$ cat src/rtl/i2c_slave_reg.sv
// Single-register I2C target: oversamples SCL/SDA on clk, ACKs one 7-bit address and
// exposes one 8-bit register that master writes overwrite and master reads return.
module i2c_slave_reg #(
    parameter logic [6:0]  SLV_ADDR    = 7'b1011000,
    parameter logic [7:0]  INIT_DATA   = 8'h00,
    parameter int unsigned SYNC_STAGES = 2
) (
    input  logic       clk,
    input  logic       areset,
    input  logic       scl_in,
    input  logic       sda_in,
    output logic       sda_oe,
    output logic [7:0] reg_data,
    output logic       wr_strobe,
    output logic       rd_strobe,
    output logic       busy
);
    localparam int unsigned CNT_W = 3;
    localparam int unsigned SHF_W = 7;

    typedef enum logic [3:0] {
        IDLE, ADDR, ADDR_ACK, WRITE, WRITE_ACK, READ, READ_ACK, WAIT_STOP, IGNORE
    } state_e;

    logic [SYNC_STAGES-1:0] scl_sync_q, scl_sync_d;
    logic [SYNC_STAGES-1:0] sda_sync_q, sda_sync_d;
    logic                   scl_dly_q, scl_dly_d;
    logic                   sda_dly_q, sda_dly_d;

    state_e                 state_q, state_d;
    logic [CNT_W-1:0]       bit_cnt_q, bit_cnt_d;
    logic [SHF_W-1:0]       shift_q, shift_d;
    logic                   rw_q, rw_d;
    logic                   phase_q, phase_d;
    logic                   sda_oe_q, sda_oe_d;
    logic [7:0]             reg_data_q, reg_data_d;
    logic                   wr_strobe_q, wr_strobe_d;
    logic                   rd_strobe_q, rd_strobe_d;
    logic                   busy_q, busy_d;

    logic scl_s, sda_s, scl_rise, scl_fall, start_det, stop_det;

    // Synchronizer chains plus one delayed copy for edge detection.
    always_comb begin
        scl_sync_d = {scl_sync_q[SYNC_STAGES-2:0], scl_in};
        sda_sync_d = {sda_sync_q[SYNC_STAGES-2:0], sda_in};
        scl_dly_d  = scl_sync_q[SYNC_STAGES-1];
        sda_dly_d  = sda_sync_q[SYNC_STAGES-1];
    end

    always_ff @(posedge clk) begin
        if (areset) begin
            scl_sync_q <= '1;
            sda_sync_q <= '1;
            scl_dly_q  <= 1'b1;
            sda_dly_q  <= 1'b1;
        end else begin
            scl_sync_q <= scl_sync_d;
            sda_sync_q <= sda_sync_d;
            scl_dly_q  <= scl_dly_d;
            sda_dly_q  <= sda_dly_d;
        end
    end

    assign scl_s     = scl_sync_q[SYNC_STAGES-1];
    assign sda_s     = sda_sync_q[SYNC_STAGES-1];
    assign scl_rise  = scl_s & ~scl_dly_q;
    assign scl_fall  = ~scl_s & scl_dly_q;
    assign start_det = scl_s & scl_dly_q & sda_dly_q & ~sda_s;
    assign stop_det  = scl_s & scl_dly_q & ~sda_dly_q & sda_s;

    always_ff @(posedge clk) begin
        if (areset) begin
            state_q     <= IDLE;
            bit_cnt_q   <= '0;
            shift_q     <= '0;
            rw_q        <= 1'b0;
            phase_q     <= 1'b0;
            sda_oe_q    <= 1'b0;
            reg_data_q  <= INIT_DATA;
            wr_strobe_q <= 1'b0;
            rd_strobe_q <= 1'b0;
            busy_q      <= 1'b0;
        end else begin
            state_q     <= state_d;
            bit_cnt_q   <= bit_cnt_d;
            shift_q     <= shift_d;
            rw_q        <= rw_d;
            phase_q     <= phase_d;
            sda_oe_q    <= sda_oe_d;
            reg_data_q  <= reg_data_d;
            wr_strobe_q <= wr_strobe_d;
            rd_strobe_q <= rd_strobe_d;
            busy_q      <= busy_d;
        end
    end

    // phase_q: in the ACK states it marks "ACK being driven"; in READ_ACK it marks "master ACKed".
    always_comb begin
        state_d     = state_q;
        bit_cnt_d   = bit_cnt_q;
        shift_d     = shift_q;
        rw_d        = rw_q;
        phase_d     = phase_q;
        sda_oe_d    = sda_oe_q;
        reg_data_d  = reg_data_q;
        wr_strobe_d = 1'b0;
        rd_strobe_d = 1'b0;
        busy_d      = busy_q;

        if (stop_det || start_det) begin
            state_d   = stop_det ? IDLE : ADDR;
            bit_cnt_d = '0;
            phase_d   = 1'b0;
            sda_oe_d  = 1'b0;
            busy_d    = 1'b0;
        end else begin
            unique case (state_q)
                IDLE: ;
                ADDR: begin
                    if (scl_rise) begin
                        shift_d   = {shift_q[SHF_W-2:0], sda_s};
                        bit_cnt_d = bit_cnt_q + CNT_W'(1);
                        if (bit_cnt_q == CNT_W'(7)) begin
                            rw_d = sda_s;
                            if (shift_q == SLV_ADDR) begin
                                busy_d  = 1'b1;
                                state_d = ADDR_ACK;
                            end else begin
                                state_d = IGNORE;
                            end
                        end
                    end
                end
                ADDR_ACK, WRITE_ACK: begin
                    if (scl_fall) begin
                        if (!phase_q) begin
                            sda_oe_d = 1'b1;
                            phase_d  = 1'b1;
                        end else begin
                            phase_d   = 1'b0;
                            sda_oe_d  = 1'b0;
                            bit_cnt_d = '0;
                            if (state_q == WRITE_ACK || !rw_q) begin
                                state_d = WRITE;
                            end else begin
                                state_d  = READ;
                                shift_d  = reg_data_q[SHF_W-1:0];
                                sda_oe_d = ~reg_data_q[7];
                            end
                        end
                    end
                end
                WRITE: begin
                    if (scl_rise) begin
                        shift_d   = {shift_q[SHF_W-2:0], sda_s};
                        bit_cnt_d = bit_cnt_q + CNT_W'(1);
                        if (bit_cnt_q == CNT_W'(7)) begin
                            reg_data_d  = {shift_q, sda_s};
                            wr_strobe_d = 1'b1;
                            state_d     = WRITE_ACK;
                        end
                    end
                end
                READ: begin
                    if (scl_fall) begin
                        if (bit_cnt_q == CNT_W'(7)) begin
                            sda_oe_d  = 1'b0;
                            bit_cnt_d = '0;
                            state_d   = READ_ACK;
                        end else begin
                            sda_oe_d  = ~shift_q[SHF_W-1];
                            shift_d   = {shift_q[SHF_W-2:0], 1'b0};
                            bit_cnt_d = bit_cnt_q + CNT_W'(1);
                        end
                    end
                end
                READ_ACK: begin
                    if (scl_rise && !phase_q) begin
                        rd_strobe_d = 1'b1;
                        if (sda_s) state_d = WAIT_STOP;
                        else       phase_d = 1'b1;
                    end else if (scl_fall && phase_q) begin
                        phase_d   = 1'b0;
                        bit_cnt_d = '0;
                        shift_d   = reg_data_q[SHF_W-1:0];
                        sda_oe_d  = ~reg_data_q[7];
                        state_d   = READ;
                    end
                end
                WAIT_STOP, IGNORE: sda_oe_d = 1'b0;
                default: state_d = IDLE;
            endcase
        end
    end

    assign sda_oe    = sda_oe_q;
    assign reg_data  = reg_data_q;
    assign wr_strobe = wr_strobe_q;
    assign rd_strobe = rd_strobe_q;
    assign busy      = busy_q;

endmodule
$ cat config.mk
export PLATFORM = sky130hd
export DESIGN_NAME = i2c_slave_reg
export DESIGN_NICKNAME = d
export VERILOG_FILES = /design/src/rtl/i2c_slave_reg.sv
export SDC_FILE = /design/constraint.sdc
export NUM_CORES = 1
export LEC_CHECK = 0
export ABC_AREA = 1
export CAP_MARGIN = 20
export CORE_MARGIN = 10
export CORE_UTILIZATION = 55
export DETAILED_ROUTE_END_ITERATION = 8
export PLACE_DENSITY = 0.76
export SYNTH_ARGS = -nofsm -noshare
export SYNTH_HDL_FRONTEND = slang
export SYNTH_SLANG_ARGS = --single-unit
$ cat constraint.sdc
create_clock -name clk -period 1.9 [get_ports clk]
set_input_delay 0.38 -clock clk [delete_from_list [all_inputs] [get_ports clk]]
set_output_delay 0.38 -clock clk [all_outputs]
set_load 0.005 [all_outputs]
# After elaboration in Yosys (flattened, before gate mapping)

Cells that the tools add are included.

Register bits: 34
Latch bits: 0
Memory bits (writable): 0
Bits in read-only memories: 0
Input bits: 4
Output and inout port bits: 12
Logic and storage cells: 137
Memories kept: 0

Add/subtract/negate cells: 1
Multipliers: 0
Div/mod/pow operators: 0
$lt $le $gt $ge: 0
Equal/unequal tests: 31
Shift operators: 0
Mux-type cells: 49
Bitwise logic cells: 17
Reduce and logical (&&, ||, !) cells: 25

Operator list:

| cell                                          | number |
|---|---|
| two-way mux 7 bit                             | 8 |
| two-way mux 4 bit                             | 13 |
| != test 3 bit, second input constant          | 10 |
| case mux 7 bit (4 select lines)               | 1 |
| two-way mux 3 bit                             | 8 |
| case mux 4 bit (6 select lines)               | 1 |
| == test 4 x 3 -> 1 bit, second input constant | 4 |
| AND reduction 4 bit                           | 4 |
| two-way mux 1 bit                             | 15 |
| != test 2 bit, second input constant          | 7 |
| case mux 3 bit (4 select lines)               | 1 |
| AND reduction 11 bit                          | 1 |
| NOT 1 bit                                     | 10 |
| AND reduction 10 bit                          | 1 |
| == test 4 x 2 -> 1 bit, second input constant | 2 |
| != test 4 bit, second input constant          | 2 |
| nonzero test 4 bit                            | 2 |
| OR reduction 2 bit                            | 4 |
| bitwise AND 1 bit                             | 7 |
| == test 7 bit, second input constant          | 1 |
| AND reduction 7 bit                           | 1 |
| OR reduction 3 bit                            | 2 |
| AND reduction 5 bit                           | 1 |
| == test 4 x 1 -> 1 bit, second input constant | 1 |
| other kinds (12)                              | 16 |

# Logic depth before layout (Yosys ltp)

Word-level depth: 7
Gate-level depth with buffers: 13
Mapped depth without buffers: 12

# Worst setup path before layout

No wires, ideal clock.

Path type: reg-to-reg
Start point: reg bit_cnt_q[0]
End point: reg reg_data_q[3] (netlist: reg_data[3])
Setup time: 0.120 ns
Arrival: 1.474 ns
Required time: 1.780 ns
Slack: 0.306 ns
Stages on the path, launching flop included: 11
Buffers on the path: 1
Period minus slack after synthesis: 1.594 ns
Cells stage by stage: dfxtp_1 -> ha_1 -> ha_1 -> inv_1 -> nor2_1 -> inv_1 -> nor2_2 -> inv_2 -> buf_2 -> o21ai_1 -> a21oi_1

Cells in the longest elaborated chain, start to end: 2

RTL lines:

| what                          | line | RTL |
|---|---|---|
| from (decl)                   | 31   | `logic [CNT_W-1:0] bit_cnt_q, bit_cnt_d;` |
| from (signal assigned)        | 86   | `bit_cnt_q <= bit_cnt_d;` |
| == test 3 bit                 | 158  | `if (bit_cnt_q == CNT_W'(7)) begin` |
| AND reduction 4 bit (no line) | --   |  |
| to (signal assigned)          | 91   | `reg_data_q <= reg_data_d;` |
| to (decl)                     | 36   | `logic [7:0] reg_data_q, reg_data_d;` |

Every way passes these cells.
A chain may end at the register's enable or synchronous reset.

# Worst setup path after layout

Start point: reg bit_cnt_q[0]
End point: reg reg_data_q[7] (netlist: reg_data[7])

Same word-level chain as after synthesis.

==> metrics.csv <==
metric,value,unit
clk_lat worst skew,350,ps
Initial Util,58.88,%
largest net degree at the start of global routing,19,
Worst path top cell family by delay,flip-flops,
Setup crit start kind,flip-flop,
Syn Area/Cell,7.139,um^2
DR iter-0 viols,147,
Max-slew headroom,78.41,%
GRT Total Usage,14.49,%
Fmax,0.6078,GHz
clock net sink count,34,
critical path class,reg -> reg,
fin crit share,86.60,%
Yosys top cell area share,36.96,%
HP Class,reg -> reg,
"reg-to-reg slack, setup",250,ps
final setup vio count,0,
Place WS,186.1,ps
leak pwr,0.9011,nW
# Post-CTS Setup Buffers,0,
Yosys top cell by area,dfxtp_1,
die area,6063,um^2
final count of hold timing violations,0,
Nets,287,
Peak VDD IR,470.4,uV
status,"finished, final reports clean",
crit-path max FO,6,
Mapped Cells,258,
CTS H-tree lvls,2,
Power Dens Cells,772.9,nW/um^2
fillers,275,
register area share after synthesis,36.96,%
core area,3128,um^2
first-pass detailed-route iteration total,4,
drt drc,0,
io pins,16,
Multi-input gate area,1023,um^2
Slew @ Worst Pin,321.4,ps
Crit path largest cell delay,370,ps
Sequential Area,681.9,um^2
worst setup margin,254.6,ps
setup TNS,0,ps
CP Capture Type,flip-flop,
area grow syn2layout,16.51,%
Synth cell types,30,
Placer Congestion,0.9648,
CTS tree,done,
share of layout cells above drive strength 1,24.56,%
die width,77.87,um
I/O Buffers,15,
Max Slew Vio Count,0,
wire per inst,13.07,um
sw frac,29.14,%
Vias/cell,5.228,
WP buf/inv,3,
power share of the clock group,33.5,%
"Slowest-stage cell, CP",dfxtp_1,
Worst-path clk slew,120,ps
row count,20,
post-route ant nets,0,
Sw Pwr,0.4833,mW
clock root cell,clkbuf_4,
initial antenna violation count,0,
die height,77.87,um
Max Root-Sink Buffers,2,
Power Internal,1.175,mW
Logic pwr share,18.9,%
dominant cells by area after synthesis,"dfxtp_1 37%, nand2_1 9.0%, a21oi_1 7.3%",
Detailed Route WL,4248,um
MaxCap Viol Count,0,
CTS buffer count,5,
mapped cell area,1842,um^2
first-pass GRT wire length,7300,um
synthesized net count,264,
Required @ worst endpoint,2170,ps
Antenna Cells,0,
number of global-route vias before repair,1590,
Post-DP HPWL,3338,um
Crit path arrival time,1910,ps
final worst path period need,1645,ps
RSZ-0062 raised after global routing,no,
Synth warnings,0,
Worst Skew,20.45,ps
global route total overflow,0,
via count,1699,
Hold Buf Count CTS,0,
CP cell instances,ha_1 -> ha_1 -> inv_1 -> nor2_1 -> inv_1 -> nor2_2 -> buf_4 -> o21ai_0 -> a21oi_1,
number of synthesized register bits,34,
Reg power frac,47.6,%
routing by layer:
metal	vias up	global-route usage, %	share of wire (%)
li1	887	-	-
met1	768	18.92	47
met2	39	21.81	45
met3	5	5.069	6.7
met4	0	4.380	1.2
met5	-	0	0
power groups by stage:
stage / combinational, mW / clock [mW] / sequential [mW]
2_1_floorplan: 0.257 / 0 / 0.788
3_3_place_gp: 0.309 / 0 / 0.804
3_5_place_dp: 0.313 / 0 / 0.805
4_1_cts: 0.314 / 0.561 / 0.788
5_1_grt: 0.358 / 0.593 / 0.795
6_report: 0.313 / 0.556 / 0.790
final timing paths:
| check | end | startpoint | depth (start not counted) |
|---|---|---|---|
| hold / removal | scl_sync_q[1] | scl_sync_q[0] | 1 |
| setup / recovery | reg_data[7] | bit_cnt_q[0] | 9 |
| hold reg to reg | scl_sync_q[1] | scl_sync_q[0] | 1 |
| setup reg to reg | reg_data[7] | bit_cnt_q[0] | 9 |
repair_timing:
action / CTS / global route
endpoints found under the hold margin: 0 / 0
gates resized for setup: 0 / 1
setup endpoints to repair: 0 / 2
worst reg2reg max path, delay by kind of cell, from the launching register on:
family / cells / cell delay (ps)
buffers and inverters: 3 / 340
adder cells (fa/ha/maj): 2 / 350
AO/OA/AOI/OAI: 2 / 210
AND/OR/NAND/NOR: 2 / 310
flip-flops: 1 / 370
registers in the layout, summed over array words and instances (netlist names), 2 cells and up:
signal and count:
reg_data 8, shift_q 7, state_q 4, bit_cnt_q 3, scl_sync_q 2, sda_sync_q 2
synthesized netlist by cell type (all sizes together):
library cell / count
a21boi: 1
a21oi: 27
a311oi: 1
and2: 1
buf: 4
clkbuf: 2
clkinv: 1
dfxtp: 34
ha: 2
inv: 26
nand2: 56
nand3: 24
nand3b: 1
nand4: 5
nor2: 49
nor3: 2
o21a: 1
o21ai: 17
or2: 4
layout make-up:
class | instances | area share [%]
clock buffers | 6 | 2.391
repair buffers | 22 | 9.446
multi-input cells | 191 | 47.70
inverters | 27 | 4.723
clock inverters | 1 | 1.399
flip-flops and latches | 34 | 31.78
well taps | 44 | 2.566
per-stage QoR:
stage / total power, mW / hold slack (ps) / std cells / utilization [%] / cell area, um^2
after floorplan: 1.045 / 389.5 / 258 / - / 1842
after global placement: 1.112 / 391.7 / 318 / 65.96 / 2063
after detailed placement: 1.118 / 394.5 / 318 / 65.96 / 2063
after CTS: 1.664 / 415.8 / 325 / 68.56 / 2145
after global routing: 1.746 / 424.8 / 325 / 68.60 / 2146
final: 1.659 / 402.3 / 325 / 68.60 / 2146
cells in the final DEF (no fill, tap or decap), drive strengths merged:
| cell type | Yosys | routed |
|---|---|---|
| clkinv | 1 | 1 |
| a21boi | 1 | 1 |
| nand3b | 1 | 1 |
| a21oi | 27 | 27 |
| nor2 | 49 | 49 |
| nor3 | 2 | 2 |
| ha | 2 | 2 |
| clkbuf | 2 | 6 |
| inv | 26 | 26 |
| nand3 | 24 | 24 |
| or2 | 4 | 4 |
| buf | 4 | 7 |
| and2 | 1 | 1 |
| o21a | 1 | 1 |
| clkdlybuf4s50 | 0 | 15 |
| o21ai | 17 | 17 |
| a311oi | 1 | 1 |
| dfxtp | 34 | 34 |
| bufinv | 0 | 1 |
| nand4 | 5 | 5 |
| nand2 | 56 | 56 |
kinds of logic after synthesis:
| family | Yosys count | share of synthesized area (%) |
|---|---|---|
| simple gates | 142 | 40.96 |
| compound gates | 47 | 13.25 |
| flops | 34 | 36.96 |
| buf+inv | 33 | 7.473 |
| fa+ha+maj | 2 | 1.358 |
Note: power is estimated with default switching activity, not from simulation.
